$ cat src/rtl/tree_adder.sv
// Two-level pipelined adder tree: op1 = a+b, op2 = c+d, then sum = op1+op2.
// Every adder is a ripple chain of full-adder cells; carry-out becomes the extra result bit.
module tree_adder #(
    parameter int WA = 4,
    parameter int WC = 8
) (
    input  logic          clk,
    input  logic          rst,
    input  logic          in_valid,
    input  logic [WA-1:0] a,
    input  logic [WA-1:0] b,
    input  logic [WC-1:0] c,
    input  logic [WC-1:0] d,
    output logic [WA:0]   op1,
    output logic [WC:0]   op2,
    output logic          op_valid,
    output logic [WC+1:0] sum,
    output logic          sum_valid
);

    logic [WA:0]   op1_d, op1_q;
    logic [WC:0]   op2_d, op2_q;
    logic [WC+1:0] sum_d, sum_q;
    logic          op_valid_q, sum_valid_q;
    logic [WC:0]   op1_x;

    // Each cell owns its carry-out; the next cell picks it up by name, so no chain vector loops on itself.
    for (genvar i = 0; i < WA; i++) begin : g_fa1
        logic ci, co;
        if (i == 0) begin : g_lsb
            assign ci = 1'b0;
        end else begin : g_mid
            assign ci = g_fa1[i-1].co;
        end
        assign op1_d[i] = a[i] ^ b[i] ^ ci;
        assign co       = (a[i] & b[i]) | (ci & (a[i] ^ b[i]));
    end
    assign op1_d[WA] = g_fa1[WA-1].co;

    for (genvar i = 0; i < WC; i++) begin : g_fa2
        logic ci, co;
        if (i == 0) begin : g_lsb
            assign ci = 1'b0;
        end else begin : g_mid
            assign ci = g_fa2[i-1].co;
        end
        assign op2_d[i] = c[i] ^ d[i] ^ ci;
        assign co       = (c[i] & d[i]) | (ci & (c[i] ^ d[i]));
    end
    assign op2_d[WC] = g_fa2[WC-1].co;

    // Stage 2 adds the registered partials; op1 is zero-extended to op2's width.
    assign op1_x = {{(WC-WA){1'b0}}, op1_q};

    for (genvar i = 0; i <= WC; i++) begin : g_fa3
        logic ci, co;
        if (i == 0) begin : g_lsb
            assign ci = 1'b0;
        end else begin : g_mid
            assign ci = g_fa3[i-1].co;
        end
        assign sum_d[i] = op1_x[i] ^ op2_q[i] ^ ci;
        assign co       = (op1_x[i] & op2_q[i]) | (ci & (op1_x[i] ^ op2_q[i]));
    end
    assign sum_d[WC+1] = g_fa3[WC].co;

    always_ff @(posedge clk or posedge rst) begin
        if (rst) begin
            op1_q       <= '0;
            op2_q       <= '0;
            op_valid_q  <= 1'b0;
            sum_q       <= '0;
            sum_valid_q <= 1'b0;
        end else begin
            if (in_valid) begin
                op1_q <= op1_d;
                op2_q <= op2_d;
            end
            op_valid_q <= in_valid;
            if (op_valid_q) begin
                sum_q <= sum_d;
            end
            sum_valid_q <= op_valid_q;
        end
    end

    assign op1       = op1_q;
    assign op2       = op2_q;
    assign op_valid  = op_valid_q;
    assign sum       = sum_q;
    assign sum_valid = sum_valid_q;

endmodule

$ cat config.mk
export PLATFORM = sky130hd
export DESIGN_NAME = tree_adder
export DESIGN_NICKNAME = d
export VERILOG_FILES = /design/src/rtl/tree_adder.sv
export SDC_FILE = /design/constraint.sdc
export NUM_CORES = 1
export LEC_CHECK = 0
export ABC_CLOCK_PERIOD_IN_PS = 9000
export BUFFER_PORTS_ARGS = -buffer_cell sky130_fd_sc_hd__buf_2
export CORE_MARGIN = 2
export CORE_UTILIZATION = 54
export CTS_BUF_LIST = sky130_fd_sc_hd__clkbuf_8
export CTS_CLUSTER_SIZE = 20
export DETAILED_ROUTE_END_ITERATION = 7
export PLACE_DENSITY = 0.87
export SLEW_MARGIN = 0
export SYNTH_ARGS = -nofsm -noshare
export SYNTH_HDL_FRONTEND = slang
export SYNTH_SLANG_ARGS = --single-unit
export TNS_END_PERCENT = 1
$ cat constraint.sdc
create_clock -name clk -period 9 [get_ports clk]
set_clock_uncertainty 0.05 [all_clocks]
set_input_delay 0.9 -clock clk [delete_from_list [all_inputs] [get_ports clk]]
set_output_delay 0.9 -clock clk [all_outputs]
set_load 0.01 [all_outputs]
==> results.md <==
* Final wirelength at 2.35 mm
* Die span in x at around 55 µm
* Number of vias per cell at 4.76
* Measured slew at the worst slew-check pin at 0.973 ns
* Post-CTS Setup Inserts at 0
* Initial core utilization at 56.2%
* P per Cell Area at 212 nW/µm²
* Final hold violations at 0
* Max-slew violations at 0
* Worst-path clk slew at ~0.080 ns
* Critical path's top delay family: adder cells
* Pre-antenna DRT Iters at 1
* Synth Area per Inst at around 14 µm²
* GR Overflow Total at 0
* Max capacitance violation total at 0
* Top Ports at 53
* Drt drc at 0
* Fmax at 248 MHz
* Worst-skew pair later-pin latency at 0.25 ns
* RePlAce Congestion at 0.797
* GR met2 Demand/Resource at 32.7%
* Dpl hpwl at 2.00 mm
* Most common cell after layout, fill and taps aside: buf_2
* DP Cell Count at 175
* Worst Setup Start Kind: input port
* Pre-CTS setup slack at 4.69 ns
* Final Critical Period at 4.03 ns
* Worst path buffer plus inverter count at 2
* Mapped cell area at between 1000 and 1500 µm²
* Setup total negative slack at 0 ns
* Largest net degree at the start of global routing at 27
* Crit path largest cell delay at 0.41 ns
* Bufs on Longest Clock Path at 2
* CTS tree: done
* I/O Buffers at 52
* Peak VDD IR at 158 µV
* Hold Worst Slack at 0.456 ns
* Synth Warn # at 0
* Top cell by count, worst path: fa_1
* Worst setup margin at 4.97 ns
* Unique masters post-synth at 14
* Period utilization at 44.8%
* Initial antenna violation count at 0
* DR WL/cell at around 13 µm
* Most frequent cells in the layout: 52 x buf_2, 26 x dfrtp_1, 18 x inv_1
* Power Total at about 0.00036 W
* Std-Cell Rows at 18
* Layout fillers at 194
* Area grow syn2layout at 22.1%
* Post-synthesis net count at ~140
* Seq/Total Area, Yosys at 47.1%
* Endpoints failing setup at 0
* Vias post-DR at around 850
* WP data arrival at roughly 4.2 ns
* Vias in the first global route at 929
* Nets@finish at between 150 and 200
* CTS H-tree lvls at 1
* Share of layout cells above drive strength 1 at 48.6%
* Die Height at 54.6 µm
* Routed Antenna Nets at 0
* M1 GR Usage at 21.0%
* Cts hold-fix bufs at 0
* Setup CP Type: input port to register
* Leakage Power at 0.890 nW
* CP cell instances: buf_2 -> ha_1 -> fa_1 -> fa_1 -> fa_1 -> fa_1 -> fa_1 -> fa_1 -> inv_1 -> fa_1 -> a21oi_1
* Initial drt markers at 0
* Top Usage Layer GRT: met2
* CP Data Required Time at 9.13 ns
* CTS Buf Count at 3
* Synth Register Bits at 26
* Crit path max fanout at 1
* Type of the worst min-delay path: register to register
* CTS resizes at 0
* Slowest cell on crit path: fa_1
* Clk sink count at 26
* GR Util All Layers at 17.9%
* CP endpoint kind: register
* CTS root buf: clkbuf_8
* Diodes inserted at 0
* Core Area at 2450 µm²
* DIE AREA at 2980 µm²
* RSZ-0062 raised after global routing: no
* Slew headroom at 35.1%
* Fin cells at 178
* Met3 usage at 3.28%
* Cell count after synthesis at 96
* First-pass GRT wire length at 3.75 mm
* Outcome: completed
[final cells by class]
class                      instances  area (µm²)  share of cell area, %
clock buffer                       3        41.3                   2.45
inverter                          18        67.6                   4.01
multi-input combinational         49         628                   37.3
sequential                        26         651                   38.6
tap                               30        37.5                   2.23
timing repair buffer              52         260                   15.4
[power breakdown]
part	total, W	leakage, nW	internal, W	switching [W]
clock	0.0000610	0.0216	0.0000298	0.0000312
sequential	0.000171	0.304	0.000149	0.0000217
combinational	0.000125	0.564	0.0000647	0.0000603
total	0.000357	0.890	0.000243	0.000113
[layer usage]
| layer | part of all wire [%] | wire length (µm) | up-vias |
|---|---|---|---|
| met3 | 5.8 | 137 | 2 |
| met4 | 0.47 | 11 | 0 |
| li1 | - | - | 405 |
| met2 | 55 | 1300 | 25 |
| met1 | 38 | 900 | 415 |
| met5 | 0 | 0 | - |
[cell usage after synthesis]
cell | count | area share (%)
a21oi_1 | 3 | 1.1
buf_4 | 1 | 0.54
buf_6 | 1 | 0.82
buf_8 | 1 | 1.1
dfrtp_1 | 26 | 47
fa_1 | 14 | 20
ha_1 | 7 | 6.3
inv_1 | 18 | 4.9
mux2_2 | 16 | 13
mux2_4 | 1 | 1.1
mux2i_1 | 3 | 2.2
nand2_1 | 1 | 0.27
nor2_1 | 3 | 0.82
o21ai_0 | 1 | 0.36
[state kept, by name, summed over array words and instances, names as in the netlist]
| name | count |
|---|---|
| sum | 10 |
| op_valid | 1 |
| op2 | 9 |
| op1 | 5 |
| sum_valid | 1 |
[stage by stage]
stage	util [%]	instance area, µm²
finish	68.7	1690
global route	68.7	1690
CTS	68.7	1690
detailed placement	67.0	1640
global placement	67.0	1640
floorplan	-	1380
[final timing paths]
kind / startpoint / end / slack (ns) / cells past startpoint
max: c[0] / op2[7]$_DFFE_PP0P_ / 4.97 / 11
min: sum[6]$_DFFE_PP0P_ / sum[6]$_DFFE_PP0P_ / 0.46 / 1
max reg2reg: op1[0]$_DFFE_PP0P_ / sum[8]$_DFFE_PP0P_ / 5.72 / 12
min reg2reg: sum[6]$_DFFE_PP0P_ / sum[6]$_DFFE_PP0P_ / 0.46 / 1
max in group asynchronous: rst / op1[2]$_DFFE_PP0P_ / 7.50 / 2
min in group asynchronous: rst / sum_valid$_DFF_PP0_ / 0.81 / 2
[cells by family after synthesis]
kind of cell,share of synthesized area (%)
flops,47.1
compound gates,1.45
mux,16.3
buf+inv,7.34
simple gates,1.09
fa+ha+maj,26.7
Power figures use the tool's default switching activity.
